**src/rtl/f32_pkg.sv**
```systemverilog
// Shared float32 constants and types for the BCD entry path.
// Also holds the decimal power helpers used to size the fraction accumulator.
package f32_pkg;

    localparam int          F32_BIAS = 127;
    localparam logic [31:0] F32_QNAN = 32'h7FC0_0000;

    typedef enum logic [2:0] {
        IDLE,
        CHECK,
        INT_MAC,
        FRAC_MAC,
        FRAC_GEN,
        NORM,
        PACK,
        DONE
    } state_t;

    typedef struct packed {
        logic        sign;
        logic [7:0]  exp;
        logic [22:0] mant;
    } f32_t;

    function automatic int pow10(input int n);
        int p;
        p = 1;
        for (int i = 0; i < n; i++) p = p * 10;
        return p;
    endfunction

    // Bits needed to hold any value below 10^n.
    function automatic int pow10_bits(input int n);
        return $clog2(pow10(n));
    endfunction

endpackage

```
**src/rtl/bcd2f32_seq_if.sv**
```systemverilog
// Handshake and operand/result bundle between a BCD entry source and the converter.
interface bcd2f32_seq_if
    import f32_pkg::*;
#(
    parameter int INT_DIGITS  = 4,
    parameter int FRAC_DIGITS = 4
);

    logic                                    start;
    logic                                    sign_in;
    logic [4*(INT_DIGITS+FRAC_DIGITS)-1:0]   bcd_in;
    logic                                    busy;
    logic                                    done;
    logic                                    err;
    f32_t                                    result;

    modport master (
        output start, sign_in, bcd_in,
        input  busy, done, err, result
    );

    modport slave (
        input  start, sign_in, bcd_in,
        output busy, done, err, result
    );

endinterface

```
**src/rtl/bcd_mac10.sv**
```systemverilog
// Unsigned multiply-by-ten and add one BCD digit, built from two shifts.
module bcd_mac10 #(
    parameter int W = 16
) (
    input  logic [W-1:0] acc,
    input  logic [3:0]   digit,
    output logic [W-1:0] acc_next
);

    assign acc_next = (acc << 3) + (acc << 1) + W'(digit);

endmodule

```
**src/rtl/bcd2f32_seq.sv**
```systemverilog
// Sequential signed BCD fixed-point to float32 converter, truncating toward zero.
// One shared x10 MAC builds the integer and fraction accumulators a digit per cycle.
module bcd2f32_seq
    import f32_pkg::*;
#(
    parameter int INT_DIGITS  = 4,
    parameter int FRAC_DIGITS = 4,
    parameter int FRAC_BITS   = 40,
    parameter int IW          = 16
) (
    input  logic         clk,
    input  logic         rst_n,
    bcd2f32_seq_if.slave bus
);

    localparam int N     = INT_DIGITS + FRAC_DIGITS;
    localparam int BCD_W = 4 * N;
    localparam int FA_W  = pow10_bits(FRAC_DIGITS) + 1;
    localparam int MAC_W = (IW > FA_W) ? IW : FA_W;
    localparam int FX_W  = IW + FRAC_BITS;
    localparam int DI_W  = (N > 1) ? $clog2(N) : 1;
    localparam int BC_W  = $clog2(FRAC_BITS + 1);
    localparam int SC_W  = $clog2(FX_W);
    localparam logic [FA_W-1:0] TEN_POW = FA_W'(pow10(FRAC_DIGITS));
    localparam logic [7:0]      EXP_TOP = 8'(F32_BIAS + IW - 1);

    state_t               state, state_nx;
    logic [BCD_W-1:0]     bcd_r;
    logic                 sign_r;
    logic [IW-1:0]        int_acc;
    logic [FA_W-1:0]      f_acc;
    logic [FRAC_BITS-1:0] frac_sr;
    logic [FX_W-1:0]      fx;
    logic [DI_W-1:0]      dig_idx;
    logic [BC_W-1:0]      bit_cnt;
    logic [SC_W-1:0]      s_cnt;
    logic                 err_r;
    f32_t                 result_r;

    logic [3:0]           digit;
    logic                 any_bad;
    logic [MAC_W-1:0]     mac_in;
    logic [MAC_W-1:0]     mac_out;
    logic [FA_W-1:0]      f_dbl;
    logic                 f_ge;
    logic                 int_last;
    logic                 frac_last;
    logic                 gen_last;
    logic                 fx_zero;
    logic                 fx_norm;
    f32_t                 packed_f;

    assign digit     = bcd_r[{dig_idx, 2'b00} +: 4];
    assign int_last  = (dig_idx == DI_W'(FRAC_DIGITS));
    assign frac_last = (dig_idx == '0);
    assign gen_last  = (bit_cnt == BC_W'(FRAC_BITS - 1));
    assign fx_zero   = (fx == '0);
    assign fx_norm   = fx[FX_W-1];

    always_comb begin
        any_bad = 1'b0;
        for (int i = 0; i < N; i++)
            if (bcd_r[4*i +: 4] > 4'd9) any_bad = 1'b1;
    end

    // The single MAC serves the integer digits first, then the fraction digits.
    assign mac_in = (state == INT_MAC) ? MAC_W'(int_acc) : MAC_W'(f_acc);

    bcd_mac10 #(.W(MAC_W)) u_mac (
        .acc      (mac_in),
        .digit    (digit),
        .acc_next (mac_out)
    );

    // Long division of the decimal fraction by 10^FRAC_DIGITS, one quotient bit per cycle.
    assign f_dbl = {f_acc[FA_W-2:0], 1'b0};
    assign f_ge  = (f_dbl >= TEN_POW);

    assign packed_f.sign = sign_r;
    assign packed_f.exp  = EXP_TOP - 8'(s_cnt);
    assign packed_f.mant = fx[FX_W-2 -: 23];

    assign bus.err    = err_r;
    assign bus.result = result_r;

    always_ff @(posedge clk or negedge rst_n) begin
        if (!rst_n) state <= IDLE;
        else        state <= state_nx;
    end

    always_comb begin
        state_nx = state;
        bus.busy = (state != IDLE) && (state != DONE);
        bus.done = (state == DONE);
        unique case (state)
            IDLE:     if (bus.start) state_nx = CHECK;
            CHECK:    state_nx = any_bad ? DONE : INT_MAC;
            INT_MAC:  if (int_last) state_nx = FRAC_MAC;
            FRAC_MAC: if (frac_last) state_nx = FRAC_GEN;
            FRAC_GEN: if (gen_last) state_nx = NORM;
            NORM: begin
                if (fx_zero)      state_nx = DONE;
                else if (fx_norm) state_nx = PACK;
            end
            PACK:     state_nx = DONE;
            DONE:     state_nx = IDLE;
            default:  state_nx = IDLE;
        endcase
    end

    always_ff @(posedge clk or negedge rst_n) begin
        if (!rst_n) begin
            bcd_r    <= '0;
            sign_r   <= 1'b0;
            int_acc  <= '0;
            f_acc    <= '0;
            frac_sr  <= '0;
            fx       <= '0;
            dig_idx  <= '0;
            bit_cnt  <= '0;
            s_cnt    <= '0;
            err_r    <= 1'b0;
            result_r <= '0;
        end else begin
            unique case (state)
                IDLE: begin
                    if (bus.start) begin
                        bcd_r   <= bus.bcd_in;
                        sign_r  <= bus.sign_in;
                        int_acc <= '0;
                        f_acc   <= '0;
                        frac_sr <= '0;
                        dig_idx <= DI_W'(N - 1);
                        bit_cnt <= '0;
                        s_cnt   <= '0;
                    end
                end
                CHECK: begin
                    err_r <= any_bad;
                    if (any_bad) result_r <= F32_QNAN;
                end
                INT_MAC: begin
                    int_acc <= mac_out[IW-1:0];
                    dig_idx <= dig_idx - 1'b1;
                end
                FRAC_MAC: begin
                    f_acc   <= mac_out[FA_W-1:0];
                    dig_idx <= dig_idx - 1'b1;
                end
                FRAC_GEN: begin
                    f_acc   <= f_ge ? (f_dbl - TEN_POW) : f_dbl;
                    frac_sr <= {frac_sr[FRAC_BITS-2:0], f_ge};
                    bit_cnt <= bit_cnt + 1'b1;
                    if (gen_last) fx <= {int_acc, frac_sr[FRAC_BITS-2:0], f_ge};
                end
                NORM: begin
                    if (fx_zero) begin
                        result_r <= {sign_r, 31'b0};
                    end else if (!fx_norm) begin
                        fx    <= fx << 1;
                        s_cnt <= s_cnt + 1'b1;
                    end
                end
                PACK:    result_r <= packed_f;
                DONE:    ;
                default: ;
            endcase
        end
    end

endmodule
```
**src/flat_wrapper.sv**
```systemverilog
// flat-port wrapper written by rule: the top's interface ports become plain ports
module bcd2f32_seq_flat import f32_pkg::*;
#(
    parameter int INT_DIGITS  = 4,
    parameter int FRAC_DIGITS = 4,
    parameter int FRAC_BITS   = 40,
    parameter int IW          = 16
)
  (clk, rst_n, bus_start, bus_sign_in, bus_bcd_in, bus_busy, bus_done, bus_err, bus_result);
  bcd2f32_seq_if #(.INT_DIGITS(INT_DIGITS), .FRAC_DIGITS(FRAC_DIGITS)) bus_i ();
  input  logic clk;
  input  logic rst_n;
  input wire logic [$bits(bus_i.start)-1:0] bus_start;
  input wire logic [$bits(bus_i.sign_in)-1:0] bus_sign_in;
  input wire logic [$bits(bus_i.bcd_in)-1:0] bus_bcd_in;
  output wire logic [$bits(bus_i.busy)-1:0] bus_busy;
  output wire logic [$bits(bus_i.done)-1:0] bus_done;
  output wire logic [$bits(bus_i.err)-1:0] bus_err;
  output wire logic [$bits(bus_i.result)-1:0] bus_result;
  assign bus_i.start = bus_start;
  assign bus_i.sign_in = bus_sign_in;
  assign bus_i.bcd_in = bus_bcd_in;
  assign bus_busy = bus_i.busy;
  assign bus_done = bus_i.done;
  assign bus_err = bus_i.err;
  assign bus_result = bus_i.result;
  bcd2f32_seq #(.INT_DIGITS(INT_DIGITS), .FRAC_DIGITS(FRAC_DIGITS), .FRAC_BITS(FRAC_BITS), .IW(IW)) u_core (.clk(clk), .rst_n(rst_n), .bus(bus_i));
endmodule
```
**config.mk**
```make
export PLATFORM = sky130hd
export DESIGN_NAME = bcd2f32_seq_flat
export DESIGN_NICKNAME = d
export VERILOG_FILES = /design/src/rtl/f32_pkg.sv /design/src/rtl/bcd2f32_seq_if.sv /design/src/rtl/bcd_mac10.sv /design/src/rtl/bcd2f32_seq.sv /design/src/flat_wrapper.sv
export SDC_FILE = /design/constraint.sdc
export NUM_CORES = 1
export LEC_CHECK = 0
export ABC_AREA = 1
export CAP_MARGIN = 40
export CORE_MARGIN = 1
export CORE_UTILIZATION = 54
export DETAILED_ROUTE_END_ITERATION = 16
export HOLD_SLACK_MARGIN = 0.1
export PLACE_DENSITY_LB_ADDON = 0.15
export SKIP_LAST_GASP = 1
export SLEW_MARGIN = 40
export SYNTH_ARGS = -nofsm -noshare
export SYNTH_HDL_FRONTEND = slang
export SYNTH_SLANG_ARGS = --single-unit
```
**constraint.sdc**
```tcl
create_clock -name clk -period 3.1 [get_ports clk]
set_input_delay 0.62 -clock clk [delete_from_list [all_inputs] [get_ports clk]]
set_output_delay 0.62 -clock clk [all_outputs]
set_load 0.005 [all_outputs]
```
==> impl_metrics.py <==
metrics = {
    "timing": {
        "relSlewSlack_pct": 48.3,
        "worst_hold_slack_ns": 0.0827,
        "skew_ns": 0.0143,
        "hold_violations": 0,
        "max_freq_mhz": 350,
        "drv_slew": 0,
        "period_share_pct": 92.3,
        "setup_violations": 0,
        "worst_slew_pin_slew_ns": 0.773,
        "period_needed_ns": 2.86,
    },
    "worst_setup_path": {
        "crit_buf_inv": 2,
        "cpMaxStageDelayCell": "ha_1",
        "max_stage_delay_ns": 0.43,
        "worst_r2r_endpoint": "u_core.f_acc[11]",
        "cp-end-kind": "flip-flop",
        "start_kind": "flip-flop",
        "crit_family": "simple AND/OR/NAND/NOR gates",
        "path_cells": "inv_1 -> nand3_1 -> buf_12 -> o21ai_0 -> ha_1 -> ha_1 -> nand2_1 -> nor2_1 -> nand3_1 -> nand3_1 -> nand2_1 -> nand3_1 -> nand3_1",
        "crit_type": "reg2reg",
        "crit_arrival_ns": 3.26,
        "required_ns": 3.50,
        "crit_path_max_fanout": 32,
        "reg2reg_slack_ns": 0.24,
        "rr_startpoint": "u_core.state[0]",
        "worstRegToRegCells": 13,
        "crit_top_cell": "nand3_1",
    },
    "floorplan": {
        "die_h_um": 147,
        "boundaryPins": 71,
        "die_x_um": 147,
        "core_area_sq_um": 20400,
        "rows": 52,
        "start_util_pct": 55.5,
        "die-area_sq_um": 21500,
    },
    "cts": {
        "cts_buffer_depth": 3,
        "clk_latency_ns": 0.53,
        "htreeDepth": 1,
        "cts_tree": "built",
        "cts_buffers": 24,
        "cts_post_setup_buffers_inserted": 0,
        "cts-root-buf": "clkbuf_16",
        "clk_pin_slew_worst_paths_ns": 0.06,
        "clock_sinks": 210,
        "ctsHoldBuffers": 0,
    },
    "power": {
        "pwr-share-comb_pct": 48.0,
        "netSwitchingPower_mw": 6.54,
        "sequentialPowerShare_pct": 31.6,
        "swShare_pct": 44.2,
        "vdd_ir_drop_max_mv": 0.617,
        "p_leak_nw": 6.62,
        "powerDensity_nw_per_um2": 1130,
        "clockPowerShare_pct": 20.4,
        "intPower_mw": 8.26,
    },
    "synthesis": {
        "yosys_warnings": 0,
        "async_reset_ff_share_pct": 100,
        "synth_edf_count": 0,
        "synth.area.top_cells": "dfrtp_1 46%, nand2_1 16%, nand3_1 5.8%",
        "syn_area_sq_um": 11300,
        "ys_ff_latch": 210,
        "synth_nets": 1543,
        "netlist_instances": 1475,
        "synth_top_cell_area_share_pct": 46.5,
        "synth_cell_type_count": 43,
        "ys.flop_type": "dfrtp_1",
        "syn_avg_cell_area_sq_um": 7.66,
        "ys_seq_area_share_pct": 46.5,
        "yosys.area.top_type": "dfrtp_1",
    },
    "route": {
        "ant_nets": 0,
        "drtIter0Drc": 790,
        "first_pass_iters": 6,
        "wl_per_cell_um": 16.1,
        "vias": 10200,
        "drc": 0,
        "routed_via_density": 5.62,
        "wirelength_um": 29300,
    },
    "cells_and_area": {
        "nets": 1593,
        "synthToLayoutAreaGrowth_pct": 16.2,
        "mostFrequentLayoutCell": "nand2_1",
        "fin_cells": 1812,
        "final_cell_mix": "479 x nand2_1, 209 x dfrtp_1, 131 x nand3_1, 127 x o21ai_0, 120 x inv_1",
        "final_layout_size_suffix_gt1_share_pct": 6.94,
        "fillers": 1783,
    },
    "outcome": {
        "outcome": "finished, final reports clean",
    },
    "global_routing": {
        "grt_max_degree": 86,
        "grt_use_total_pct": 27.8,
        "overflow": 0,
        "grt_pass1_wl_um": 48900,
        "grt_pass1_vias": 9591,
        "antenna_found_initial": 1,
    },
    "flow_run": {
        "drv_cap": 0,
    },
    "placement": {
        "gp_congestion": 0.911,
        "portBuffers": 70,
        "place_inst": 1769,
        "hpwl_um": 19500,
    },
    "worst_hold_path": {
        "hold_path.class": "in2async",
    },
}
## sequential cells by signal (all words and copies together) (netlist names)
register / count
u_core.sign_r: 1
u_core.state: 3
u_core.f_acc: 15
u_core.bus.result: 32
u_core.int_acc: 16
u_core.frac_sr: 39
u_core.bcd_r: 32
u_core.fx: 56
u_core.dig_idx: 3
u_core.bit_cnt: 6
u_core.s_cnt: 6
u_core.bus.err: 1
## what timing repair did
item / CTS / global route
hold endpoints to repair: 0 / 0
setup endpoints to repair: 0 / 9
resized for setup: 0 / 10
## worst reg2reg max path: stages, from the launching register on
cell and delay, ns:
dfrtp_1 0.38, inv_1 0.09, nand3_1 0.13, buf_12 0.19, o21ai_0 0.33, ha_1 0.31
ha_1 0.43, nand2_1 0.13, nor2_1 0.20, nand3_1 0.15, nand3_1 0.12, nand2_1 0.09
nand3_1 0.10, nand3_1 0.08
## power groups by stage
stage          Sequential [mW]  Combinational, mW  Clock (mW)
2_1_floorplan             4.46               5.03           0
3_3_place_gp              4.68               6.88           0
3_5_place_dp              4.69               6.97           0
4_1_cts                   4.66               7.02        3.07
5_1_grt                   4.81               7.96        3.17
6_report                  4.68               7.10        3.02
## worst max-delay path by stage
stage / startpoint / to / cells after the start / slack (ns)
final: u_core.state[0] / u_core.f_acc[11] / 13 / 0.24
after global routing: u_core.state[0] / u_core.int_acc[15] / 20 / -0.0002
after CTS: u_core.state[0] / u_core.int_acc[8] / 17 / 0.16
after detailed placement: u_core.state[0] / u_core.int_acc[8] / 17 / 0.23
after global placement: u_core.state[0] / u_core.int_acc[8] / 17 / 0.24
after floorplan: u_core.state[2] / u_core.int_acc[8] / 18 / 0.13
## per-layer routing
metal | GRT usage, % | vias up | part of all wire, %
met1 | 38.6 | 4866 | 45
met3 | 4.38 | 50 | 6.2
met5 | 0 | - | 0
met2 | 45.5 | 308 | 47
li1 | - | 4954 | -
met4 | 7.03 | 0 | 2.2
## Yosys cell counts (2+ instances only)
library cell	n
nand2_4	2
buf_4	3
clkbuf_1	27
buf_2	34
buf_6	9
nand3b_1	3
dfrtp_1	210
nor2_1	102
o22ai_1	46
nand3_2	2
inv_1	121
xor2_1	8
o211ai_1	3
a21oi_1	17
nand2_2	4
a22oi_1	4
nand4_1	62
a21o_1	2
nand2_1	480
o21ai_0	127
ha_1	31
nor2_4	2
a31oi_1	3
buf_1	3
inv_2	6
nand3_1	131
inv_4	2
xnor2_1	4
o21ai_1	7
nor2_2	4
nor3_1	3
o21bai_1	2
## area by class of cell
type | count | area [sq um] | share of cell area, %
Sequential cell | 210 | 5260 | 40.0
Timing Repair Buffer | 100 | 1000 | 7.65
Multi-Input combinational cell | 1060 | 5190 | 39.5
Inverter | 129 | 492 | 3.74
Antenna cell | 1 | 2.50 | 0.0190
Clock buffer | 33 | 694 | 5.29
Clock inverter | 9 | 159 | 1.21
Tap cell | 270 | 338 | 2.57
## logic make-up after synthesis
group | synth area share, %
adders and majority gates | 3.61
muxes | 0.0886
and+or+nand+nor | 30.4
buffers and inverters | 7.93
AOI/OAI and AO/OA | 10.6
xor gates and xnor gates | 0.930
DFF | 46.5
## stage by stage
stage	total power, mW	area [sq um]	setup slack, ns	utilization, %	setup TNS (ns)
after floorplan	9.48	11300	0.134	-	0
after CTS	14.7	13100	0.161	64.3	0
final	14.8	13100	0.240	64.5	0
after detailed placement	11.7	12200	0.234	60.1	0
after global routing	15.9	13100	-0.000245	64.5	-0.000245
after global placement	11.6	12200	0.237	60.1	0
(Power assumes the default switching activity.)
